`config.mk`:
```
export PLATFORM = sky130hd
export DESIGN_NAME = posit_sync_fifo
export DESIGN_NICKNAME = d
export VERILOG_FILES = /design/src/rtl/posit_sync_fifo.sv
export SDC_FILE = /design/constraint.sdc
export NUM_CORES = 1
export LEC_CHECK = 0
export BUFFER_PORTS_ARGS = -buffer_cell sky130_fd_sc_hd__buf_2
export CAP_MARGIN = 25
export CORE_ASPECT_RATIO = 0.7
export CORE_MARGIN = 2
export CORE_UTILIZATION = 31
export CTS_BUF_LIST = sky130_fd_sc_hd__clkbuf_8
export DETAILED_ROUTE_END_ITERATION = 10
export HOLD_SLACK_MARGIN = 0.08
export PLACE_DENSITY = 0.58
export SYNTH_ARGS = -nofsm -noshare
export SYNTH_HDL_FRONTEND = slang
export SYNTH_SLANG_ARGS = --single-unit
```
`constraint.sdc`:
```
create_clock -name clk -period 5.64 [get_ports clk]
set_input_delay 0.282 -clock clk [delete_from_list [all_inputs] [get_ports clk]]
set_output_delay 0.282 -clock clk [all_outputs]
set_load 0.05 [all_outputs]
```
`src/rtl/posit_sync_fifo.sv`:
```
// Synchronous FIFO holding golden posit words; pointers carry an extra wrap bit
// so full and empty are distinguished without a separate count.
module posit_sync_fifo #(
   parameter int unsigned W     = 32,
   parameter int unsigned DEPTH = 8
) (
   input  logic         clk,
   input  logic         rst_n,
   input  logic         clr,
   input  logic         push,
   input  logic [W-1:0] wdata,
   input  logic         pop,
   output logic [W-1:0] rdata,
   output logic         full,
   output logic         empty
);

   localparam int unsigned AW = $clog2(DEPTH);

   logic [W-1:0] mem_q [DEPTH];
   logic [AW:0]  wr_ptr_q, wr_ptr_d;
   logic [AW:0]  rd_ptr_q, rd_ptr_d;
   logic         push_en;
   logic         pop_en;

   assign empty   = (wr_ptr_q == rd_ptr_q);
   assign full    = (wr_ptr_q[AW] != rd_ptr_q[AW]) &&
                    (wr_ptr_q[AW-1:0] == rd_ptr_q[AW-1:0]);
   assign push_en = push && !full;
   assign pop_en  = pop && !empty;
   assign rdata   = mem_q[rd_ptr_q[AW-1:0]];

   always_comb begin
      wr_ptr_d = wr_ptr_q;
      rd_ptr_d = rd_ptr_q;
      if (clr) begin
         wr_ptr_d = '0;
         rd_ptr_d = '0;
      end else begin
         if (push_en) wr_ptr_d = wr_ptr_q + (AW+1)'(1);
         if (pop_en)  rd_ptr_d = rd_ptr_q + (AW+1)'(1);
      end
   end

   // NOTE: state flops take <= so every flop samples pre-edge values; = here would race.
   always_ff @(posedge clk or negedge rst_n) begin
      if (!rst_n) begin
         wr_ptr_q <= '0;
         rd_ptr_q <= '0;
      end else begin
         wr_ptr_q <= wr_ptr_d;
         rd_ptr_q <= rd_ptr_d;
      end
   end

   // NOTE: storage is not reset; the pointers alone define which entries are valid.
   always_ff @(posedge clk) begin
      if (push_en && !clr) mem_q[wr_ptr_q[AW-1:0]] <= wdata;
   end

endmodule

```
### Word-level counts from Yosys, hierarchy flattened

Memories as Yosys holds them, arrays and structs flattened.
Index checks and enable logic that the tools add are counted.

* register bits after elaboration: 8
* bits in writable memories: 256
* output and inout bits: 34
* word-level logic and storage cells: 23
* memories kept: 1

Memories
* mem_q: words 8, bits a word 32, read ports 1, clocked after memory_dff 0, wr ports 1, line 20 `logic [W-1:0] mem_q [DEPTH];`

* $add $sub $neg: 2
* eq/ne operators: 3
* multiplexer cells: 6
* reduce and logical (&&, ||, !) cells: 9

Operators by type and width (count)
* $mux W4: 4
* $add A4 B1 Y4 const B: 2
* $eq A4 B4 Y1: 1
* $logic_and A1 B1 Y1: 4
* $reduce_bool A2 Y1: 2
* $eq A3 B3 Y1: 1
* $logic_not A1 Y1: 3
* $mux W1: 2
* $ne A1 B1 Y1: 1

### Logic depth before layout (Yosys ltp)

Gate-level depths: netlist (run 1).

* depth after elaboration: 7
* depth in mapped cells: 6
* depth with buffers taken out: 4

### Least setup slack after synthesis (run 1)

Ideal clock, no wire load.

* kind: reg-to-reg
* start: register rd_ptr_q[1]
* end: memory mem_q[0][0] (enable)
* library setup time: 0.501 ns
* arrival time: 4.385 ns
* required time: 5.139 ns
* slack: 0.754 ns
* stages on the path, launching flop included: 5
* path through: dfrtp_1 > buf_2 > xor2_1 > nor4_1 > nor4_1

* longest elaborated chain between the ends: 7

RTL lines
* start: declaration: line 22 `logic [AW:0] rd_ptr_q, rd_ptr_d;`
* start signal: assignment: line 52 `rd_ptr_q <= rd_ptr_d;`
* $eq A3 B3 Y1: line 28 `(wr_ptr_q[AW-1:0] == rd_ptr_q[AW-1:0]);`
* $logic_and A1 B1 Y1: line 27 `assign full = (wr_ptr_q[AW] != rd_ptr_q[AW]) &&`
* net full: line 14 `output logic full,`
* $logic_not A1 Y1: line 29 `assign push_en = push && !full;`
* $logic_and A1 B1 Y1: line 29
* $logic_and A1 B1 Y1: line 58 `if (push_en && !clr) mem_q[wr_ptr_q[AW-1:0]] <= wdata;`
* $mux W1: line 58
* $mux W1 (implied by the code): line 58
* end: declaration: line 20

The timed path passes the listed nets, and every way through them passes these cells.

### Worst setup path after layout (run 1)

* start: register rd_ptr_q[0]
* end: output rdata[30]

* longest elaborated chain between the ends: 1

RTL lines
* $mem_v2 Z8 W32
* end: declaration: line 13 `output logic [W-1:0] rdata,`

Every way passes these cells.

==> summary.txt, run 1 <==
Synth
  • XOR/XNOR share of the synthesized area: less than 1%
  • Largest family of logic cells by synthesized area: multiplexers
  • Simple-gate portion of the synthesized area: under 10%
  • Synth area leader: edfxtp_1
  • YS warnings: 0
  • EDFF count, synth: 256
  • Yosys cell types: 38
  • Mapped Area: 10,390 um^2
  • Synth Flop Type: edfxtp_1
  • Mux share of post-synthesis cell area: 18.54%
  • Synth async-reset ratio: 3.030%
  • Mapped Cells: 450
  • Yosys top cell area share: 74.00%
  • Sequential element share of the synthesized area: 75.92%
  • Synthesis-stage register bit count: between 200 and 300
  • Syn nets: 489
  • Synthesized area per cell: roughly 23 um^2
  • Leading post-synthesis cells by cell area: edfxtp_1 74%, mux4_2 14%, mux2_2 2.6%
  • Compound-gate portion of the synthesized area: less than 1%
  • Post-Synth Adder-Cell Area: less than 1%

Die
  • Core Area: 33,280 um^2
  • Chip height: 157.2 um
  • Die width: 222.8 um
  • Die footprint: about 35,000 um^2
  • I/O pin total: 71
  • Initial Utilization: 31.21%
  • # rows: 56

Setup path
  • R2R depth: 5
  • Critical setup path kind: reg2out
  • Crit Reg-Reg Startpoint: rd_ptr_q[2]
  • R2R Setup Slk: 2590 ps
  • CP max FO: 38
  • CP Capture Type: primary output
  • Reg2Reg Capture Point: mem_q[6][21]
  • CP required: approximately 5400 ps
  • WP data arrival: 3320 ps
  • Crit start category: flip-flop

Clock tree
  • Clk slew on worst S/H paths: about 60 ps
  • Clock Sinks: about 260
  • H-tree depth: 2
  • Clk buf depth: 3
  • Inserted Clock Buffers: 40
  • Worst skew pair latency: between 500 and 600 ps
  • Root Buffer: clkbuf_8
  • CTS tree: built
  • Postcts setup bufs: 0

STA
  • Final hold violations: 0
  • RSZ-0062 raised after global routing: false
  • Final count of negative-setup-slack endpoints: 0
  • Period minus WS final: 3598 ps
  • Worst-Margin Slew: approximately 1000 ps
  • Fmax: 278.0 MHz
  • Tcrit/Tclk final: 63.79%
  • Final Max Slew Viols: 0
  • Setup ws final: 2042 ps
  • Setup Skew: about 19 ps
  • Total negative slack: 0 ps
  • Worst slew margin: a little under a third

Finish
  • Register area: 7896 um^2
  • Multi-input gate area: 2396 um^2
  • Synthesis-to-layout area growth: 19.75%
  • Fillers: roughly 3,000
  • N_diodes: 0
  • Share of layout cells above drive strength 1: 40.43%
  • Nets: 624

Hold path
  • Worst hold path class: in2async

Global routing
  • Initial antenna violation count: 1
  • GRT overflow: 0
  • Largest net degree at the start of global routing: 70
  • Vias in the first global route: 5,407
  • First-pass GRT wire length: roughly 32,000 um
  • Total track usage: about an eighth

Drt
  • WL final: 21,220 um
  • Drt via density: 4.781
  • First-pass detailed-route iteration total: 4
  • DRT antenna net count: 0
  • 1st-iter DRT viols: 399
  • Vias: 5,001
  • Avg WL per Cell: 20.29 um
  • DRC errors left: 0

Run
  • Max-Cap Viols: 0

Power
  • Leakage: 4.017 nW
  • P per Cell Area: 346.7 nW/um^2
  • Flop pwr share: 51.7%
  • NetSw: 1.106 mW
  • Net Sw Frac: 25.64%
  • Peak VDD IR: 0.0001853 V
  • Clock Power Share: 33.8%
  • Comb power frac: around 14%
  • P_int: 3.207 mW

Run status
  • Status: finished clean

Placed design
  • Routability cong.: 0.7099
  • DP HPWL: 12,420 um
  • Place WS: 2407 ps
  • Port bufs: 70
==> worst max-delay path by stage <==
stage | startpoint | endpoint | slack [ps] | cells after the start
2_1_floorplan | rd_ptr_q[1] | mem_q[0][0] | 750 | 4
3_3_place_gp | rd_ptr_q[1] | mem_q[4][7] | 2370 | 3
3_5_place_dp | rd_ptr_q[1] | mem_q[6][21] | 2410 | 4
4_1_cts | rd_ptr_q[0] | rdata[30] | 1910 | 4
5_1_grt | rd_ptr_q[0] | rdata[30] | 1750 | 4
6_report | rd_ptr_q[0] | rdata[30] | 2040 | 4
==> critical path, cell delays in order (launching register included) <==
cell and delay (ps):
dfrtp_4 850, buf_4 760, mux4_2 620, mux2_2 280, buf_2 210
==> routing by layer <==
metal	track usage (%)	up-vias	share of wire [%]	routed length, um
li1	-	2168	-	-
met1	16.81	2651	46	9821
met2	19.48	133	46	9836
met3	2.856	47	5.0	1055
met4	4.474	2	2.3	495
met5	0	-	0.061	13
==> registers in the layout (all words and copies together) (netlist names) <==
| signal | count |
|---|---|
| wr_ptr_q | 4 |
| rd_ptr_q | 4 |
| mem_q | 256 |
==> Yosys cell counts, types with 2 or more instances <==
master	number
nand2_1	2
buf_2	14
a41oi_1	2
buf_12	2
o41a_1	2
nor4_1	6
buf_6	2
mux2_1	3
nand4_1	2
mux2_2	24
nor3_1	2
mux4_2	64
nand3b_1	2
nor2_1	8
buf_1	2
xor2_1	4
mux2_4	10
mux2i_1	3
nor2b_1	6
clkbuf_1	4
xnor2_1	3
nand2b_1	4
ha_1	2
dfrtp_1	8
edfxtp_1	256
==> cells by family after synthesis <==
logic type / Yosys count
buf+inv: 26
flops: 264
compound gates: 8
mux: 104
simple gates: 38
xor+xnor: 8
fa+ha+maj: 2
==> repair_timing <==
| item | CTS | global route |
|---|---|---|
| gates resized for setup | 0 | 0 |
| hold buffers | 33 | 0 |
| hold endpoints to repair | 264 | 0 |
==> power by group through the flow <==
stage	logic, mW	clock network, mW	registers [mW]
4_1_cts	0.626	1.52	2.24
3_3_place_gp	0.600	0	2.28
6_report	0.625	1.46	2.23
3_5_place_dp	0.605	0	2.29
5_1_grt	0.666	1.60	2.24
2_1_floorplan	0.520	0	2.23
==> layout make-up <==
class | instances | area share [%]
sequential | 264 | 63.47
tap | 435 | 4.375
clock inverter | 27 | 1.318
clock buffer | 41 | 4.536
timing repair buffer | 119 | 7.040
multi-input combinational | 160 | 19.26
==> cells in the final DEF, fill, tap and decap left out, types with 3 or more instances in the layout <==
cell type	netlist	layout
nor4_2	0	4
nand2b_1	4	4
buf_4	1	10
buf_2	14	70
nor2b_1	6	6
mux2_1	3	3
xor2_1	4	4
xnor2_1	3	3
dfrtp_1	8	5
mux4_2	64	64
edfxtp_1	256	256
clkbuf_8	0	41
dlygate4sd3_1	0	33
nor2_4	0	4
mux2_4	10	10
nor2_1	8	4
clkinv_1	0	9
inv_1	0	12
mux2i_1	3	3
mux2_2	24	24
buf_12	2	3
==> per-stage QoR <==
step           power, mW  cells  cell area (um^2)  util, %  hold WS [ps]
2_1_floorplan      2.752    450             10390        -        -13.59
3_3_place_gp       2.882    939             11260    33.84         158.7
3_5_place_dp       2.890    943             11360    34.12         167.6
4_1_cts            4.390   1044             12420    37.30         113.6
5_1_grt            4.503   1046             12440    37.38         146.4
6_report           4.313   1046             12440    37.38         136.9
(Power assumes the default switching activity.)
==> run 2: changes to the inputs <==
--- a/config.mk
+++ b/config.mk
@@ -5,6 +5,7 @@
 export SDC_FILE = /design/constraint.sdc
 export NUM_CORES = 1
 export LEC_CHECK = 0
+export ABC_AREA = 1
 export BUFFER_PORTS_ARGS = -buffer_cell sky130_fd_sc_hd__buf_2
 export CAP_MARGIN = 25
 export CORE_ASPECT_RATIO = 0.7
@@ -13,7 +14,7 @@
 export CTS_BUF_LIST = sky130_fd_sc_hd__clkbuf_8
 export DETAILED_ROUTE_END_ITERATION = 10
 export HOLD_SLACK_MARGIN = 0.08
-export PLACE_DENSITY = 0.58
+export PLACE_DENSITY = 0.6
 export SYNTH_ARGS = -nofsm -noshare
 export SYNTH_HDL_FRONTEND = slang
 export SYNTH_SLANG_ARGS = --single-unit
==> constraint.sdc (replaced) <==
create_clock -name clk -period 3.3 [get_ports clk]
set_input_delay 0.165 -clock clk [delete_from_list [all_inputs] [get_ports clk]]
set_output_delay 0.165 -clock clk [all_outputs]
set_load 0.05 [all_outputs]
==> run 2 against run 1 <==
Effect of this change:
- critical path depth rose by 3
- register-to-register slack got worse by 1600 ps
- highest routed layer is now met4
- core utilization barely moved
- via count rose by 34%
- flip-flop and latch count did not move
==> summary.txt, run 2 <==
STA
  • RSZ-0062 raised after global routing: false
  • Total negative slack: 0 ps (unchanged)
  • Period minus WS final: 2954 ps
  • Final Max Slew Viols: 0 (unchanged)
  • Final count of negative-setup-slack endpoints: 0 (unchanged)
  • Worst slew margin: 39.68% (+8.7 points)
  • Fmax: 338.5 MHz
  • Final hold violations: 0 (unchanged)
  • Hold_ws: 203.6 ps (+66.63 ps)
  • Setup Skew: 21.74 ps (+2.252 ps)
  • Tcrit/Tclk final: 89.52%
  • Worst-Margin Slew: 904.8 ps (-119.6 ps)

Setup path
  • Worst Setup SP: rd_ptr_q[1]
  • CP Capture Type: primary output
  • R2R Setup Slk: 990 ps (-1600 ps)
  • CP required: 3130 ps (-2230 ps)
  • Worst path max stage delay: 710 ps (-140 ps)
  • Crit path max-delay cell type: buf_4
  • Worst path most repeated cell: nand2_1
  • Crit Reg-Reg Startpoint: wr_ptr_q[1]
  • Critical Path, Cell by Cell: inv_2 > buf_4 > o21ai_1 > o22ai_1 > nand2_1 > nand2_1 > buf_2
  • CP max FO: 64 (+68%)
  • Critical setup path kind: reg2out
  • Reg2Reg Capture Point: mem_q[1][22]
  • WP data arrival: 2790 ps (-530 ps)
  • Crit start category: flip-flop
  • R2R depth: 7 (+2)

Synth
  • Syn nets: 853 (+74%)
  • Synthesized area per cell: 13.08 um^2 (-43%)
  • XOR/XNOR share of the synthesized area: 0.2468% (-0.50 points)
  • Yosys cell types: 28 (-26%)
  • Most common cell in the netlist: edfxtp_1
  • Simple-gate portion of the synthesized area: 11.35% (+9.1 points)
  • Leading post-synthesis cells by cell area: edfxtp_1 72%, nor2_1 4.4%, nand2_1 4.2%
  • Compound-gate portion of the synthesized area: 10.48% (+9.8 points)
  • Mapped Area: 10,650 um^2 (+2.5%)
  • Yosys top cell area share: 72.21% (-1.8 points)
  • Mux share of post-synthesis cell area: 0% (-19 points)
  • Synth Flop Type: edfxtp_1
  • Synthesis-stage register bit count: 264 (unchanged)
  • Mapped Cells: 814 (+81%)
  • Synth area leader: edfxtp_1
  • YS warnings: 0 (unchanged)
  • EDFF count, synth: 256 (unchanged)
  • Sequential element share of the synthesized area: 74.09% (-1.8 points)
  • Largest family of logic cells by synthesized area: simple AND/OR/NAND/NOR gates
  • Synth top cells by count: 256 x edfxtp_1, 124 x nor2_1, 119 x nand2_1, 83 x o21ai_0, 64 x o22ai_1
  • Synth async-reset ratio: 3.030% (unchanged)
  • Post-Synth Adder-Cell Area: 0.2350% (-0.0058 points)

Clock tree
  • Clk slew on worst S/H paths: 70 ps (about the same)
  • Inserted Clock Buffers: 40 (unchanged)
  • Root Buffer: clkbuf_8
  • Postcts setup bufs: 0 (unchanged)
  • Worst skew pair latency: 560 ps (+20 ps)
  • Clock Sinks: 264 (unchanged)
  • Clk buf depth: 3 (unchanged)
  • CTS tree: built
  • H-tree depth: 2 (unchanged)

Global routing
  • Initial antenna violation count: 0 (-1)
  • Vias in the first global route: 6,557 (+21%)
  • Largest net degree at the start of global routing: 130 (+86%)
  • First-pass GRT wire length: 38,510 um (+19%)
  • Total track usage: 13.87% (+1.5 points)
  • GRT overflow: 0 (unchanged)

Drt
  • DRT antenna net count: 0 (unchanged)
  • WL final: 24,640 um (+16%)
  • Vias: 6,698 (+34%)
  • DRC errors left: 0 (unchanged)
  • First-pass detailed-route iteration total: 5 (+1)
  • Avg WL per Cell: 17.63 um (-13%)
  • 1st-iter DRT viols: 581 (+46%)
  • Drt via density: 4.795 (+0.28%)

Die
  • Die width: 225.5 um (+1.2%)
  • Die footprint: 35,870 um^2 (+2.4%)
  • Chip height: 159.1 um (+1.2%)
  • # rows: 56 (unchanged)
  • I/O pin total: 71 (unchanged)
  • Core Area: 33,630 um^2 (+1.1%)
  • Initial Utilization: 31.66% (+0.44 points)

Power
  • Leakage: 4.447 nW (+11%)
  • Final Total Pwr: 7.363 mW (+71%)
  • Peak VDD IR: 0.0003404 V (+84%)
  • P per Cell Area: 585.6 nW/um^2 (+69%)

Finish
  • N_diodes: 0 (unchanged)
  • Nets: 969 (+55%)
  • Most common cell after layout, fill and taps aside: edfxtp_1
  • Max FFs per register: 256 (unchanged)
  • Share of layout cells above drive strength 1: 20.27% (-20 points)
  • Synthesis-to-layout area growth: 18.10%
  • Commonest non-fill, non-tap cells in the layout: 256 x edfxtp_1, 119 x nand2_1, 116 x nor2_1

Hold path
  • Worst hold path class: in2reg
  • Hold depth: 4
  • Hold Path Sink: wr_ptr_q[1]
  • Hold path startpoint: clr

Run
  • Max-Cap Viols: 0 (unchanged)

Placed design
  • DP HPWL: 14,100 um (+13%)
  • Port bufs: 70 (unchanged)
  • Routability cong.: 0.7924 (+12%)

Run status
  • Status: finished clean
run 2: critical path, delay by kind of cell, from the launching register on:
| family | cells | cell delay (ps) |
|---|---|---|
| buf+inv | 3 | 1060 |
| simple gates | 2 | 230 |
| flops | 1 | 520 |
| compound gates | 2 | 390 |
run 2: logic make-up after synthesis:
kind of cell / Yosys count
adder cells (fa/ha/maj): 2
XOR/XNOR: 3
flip-flops: 264
AND/OR/NAND/NOR: 288
buffers and inverters: 65
AO/OA/AOI/OAI: 192
run 2: worst max path at each step:
| stage | to | slack [ps] | cells after the start |
|---|---|---|---|
| final | rdata[19] | 350 | 7 |
| after global routing | rdata[2] | 150 | 7 |
| after CTS | rdata[2] | 340 | 7 |
| after detailed placement | rdata[2] | 940 | 7 |
| after global placement | rdata[2] | 950 | 7 |
| after floorplan | mem_q[0][0] | 510 | 7 |
run 2: routing by layer:
metal | track usage, % | up-vias | wire (um) | part of all wire (%)
met5 | 0 | - | 0 | 0
met4 | 3.161 | 0 | 273 | 1.1
met3 | 3.063 | 30 | 1554 | 6.3
met2 | 20.43 | 188 | 10670 | 43
met1 | 20.81 | 3273 | 12130 | 49
li1 | - | 3207 | - | -
run 2: what timing repair did:
action | in CTS | in global routing
gates resized for setup | 0 | 0
hold endpoints to repair | 272 | 0
hold buffers | 36 | 0
run 2: layout make-up:
class,instances,area (um^2)
clock buffers,40,550.5
clock inverters,34,175.2
fillers,3274,21060
inverters,13,51.30
multi-input cells,485,2436
flip-flops and latches,264,7893
well taps,435,544.3
repair buffers,126,923.4
run 2: where the power goes:
group	internal, mW	leakage, nW	switching (mW)
clock	1.23	0.433	1.26
combinational	0.293	1.60	0.835
sequential	3.73	2.42	0.0244
run 2: metrics by stage:
step | instances | setup slack [ps] | instance area [um^2] | util, %
floorplan | 814 | 505.0 | 10650 | -
global placement | 1287 | 953.7 | 11490 | 34.16
detailed placement | 1287 | 940.1 | 11490 | 34.16
CTS | 1397 | 341.7 | 12570 | 37.38
global route | 1397 | 150.0 | 12570 | 37.38
finish | 1397 | 346.0 | 12570 | 37.38
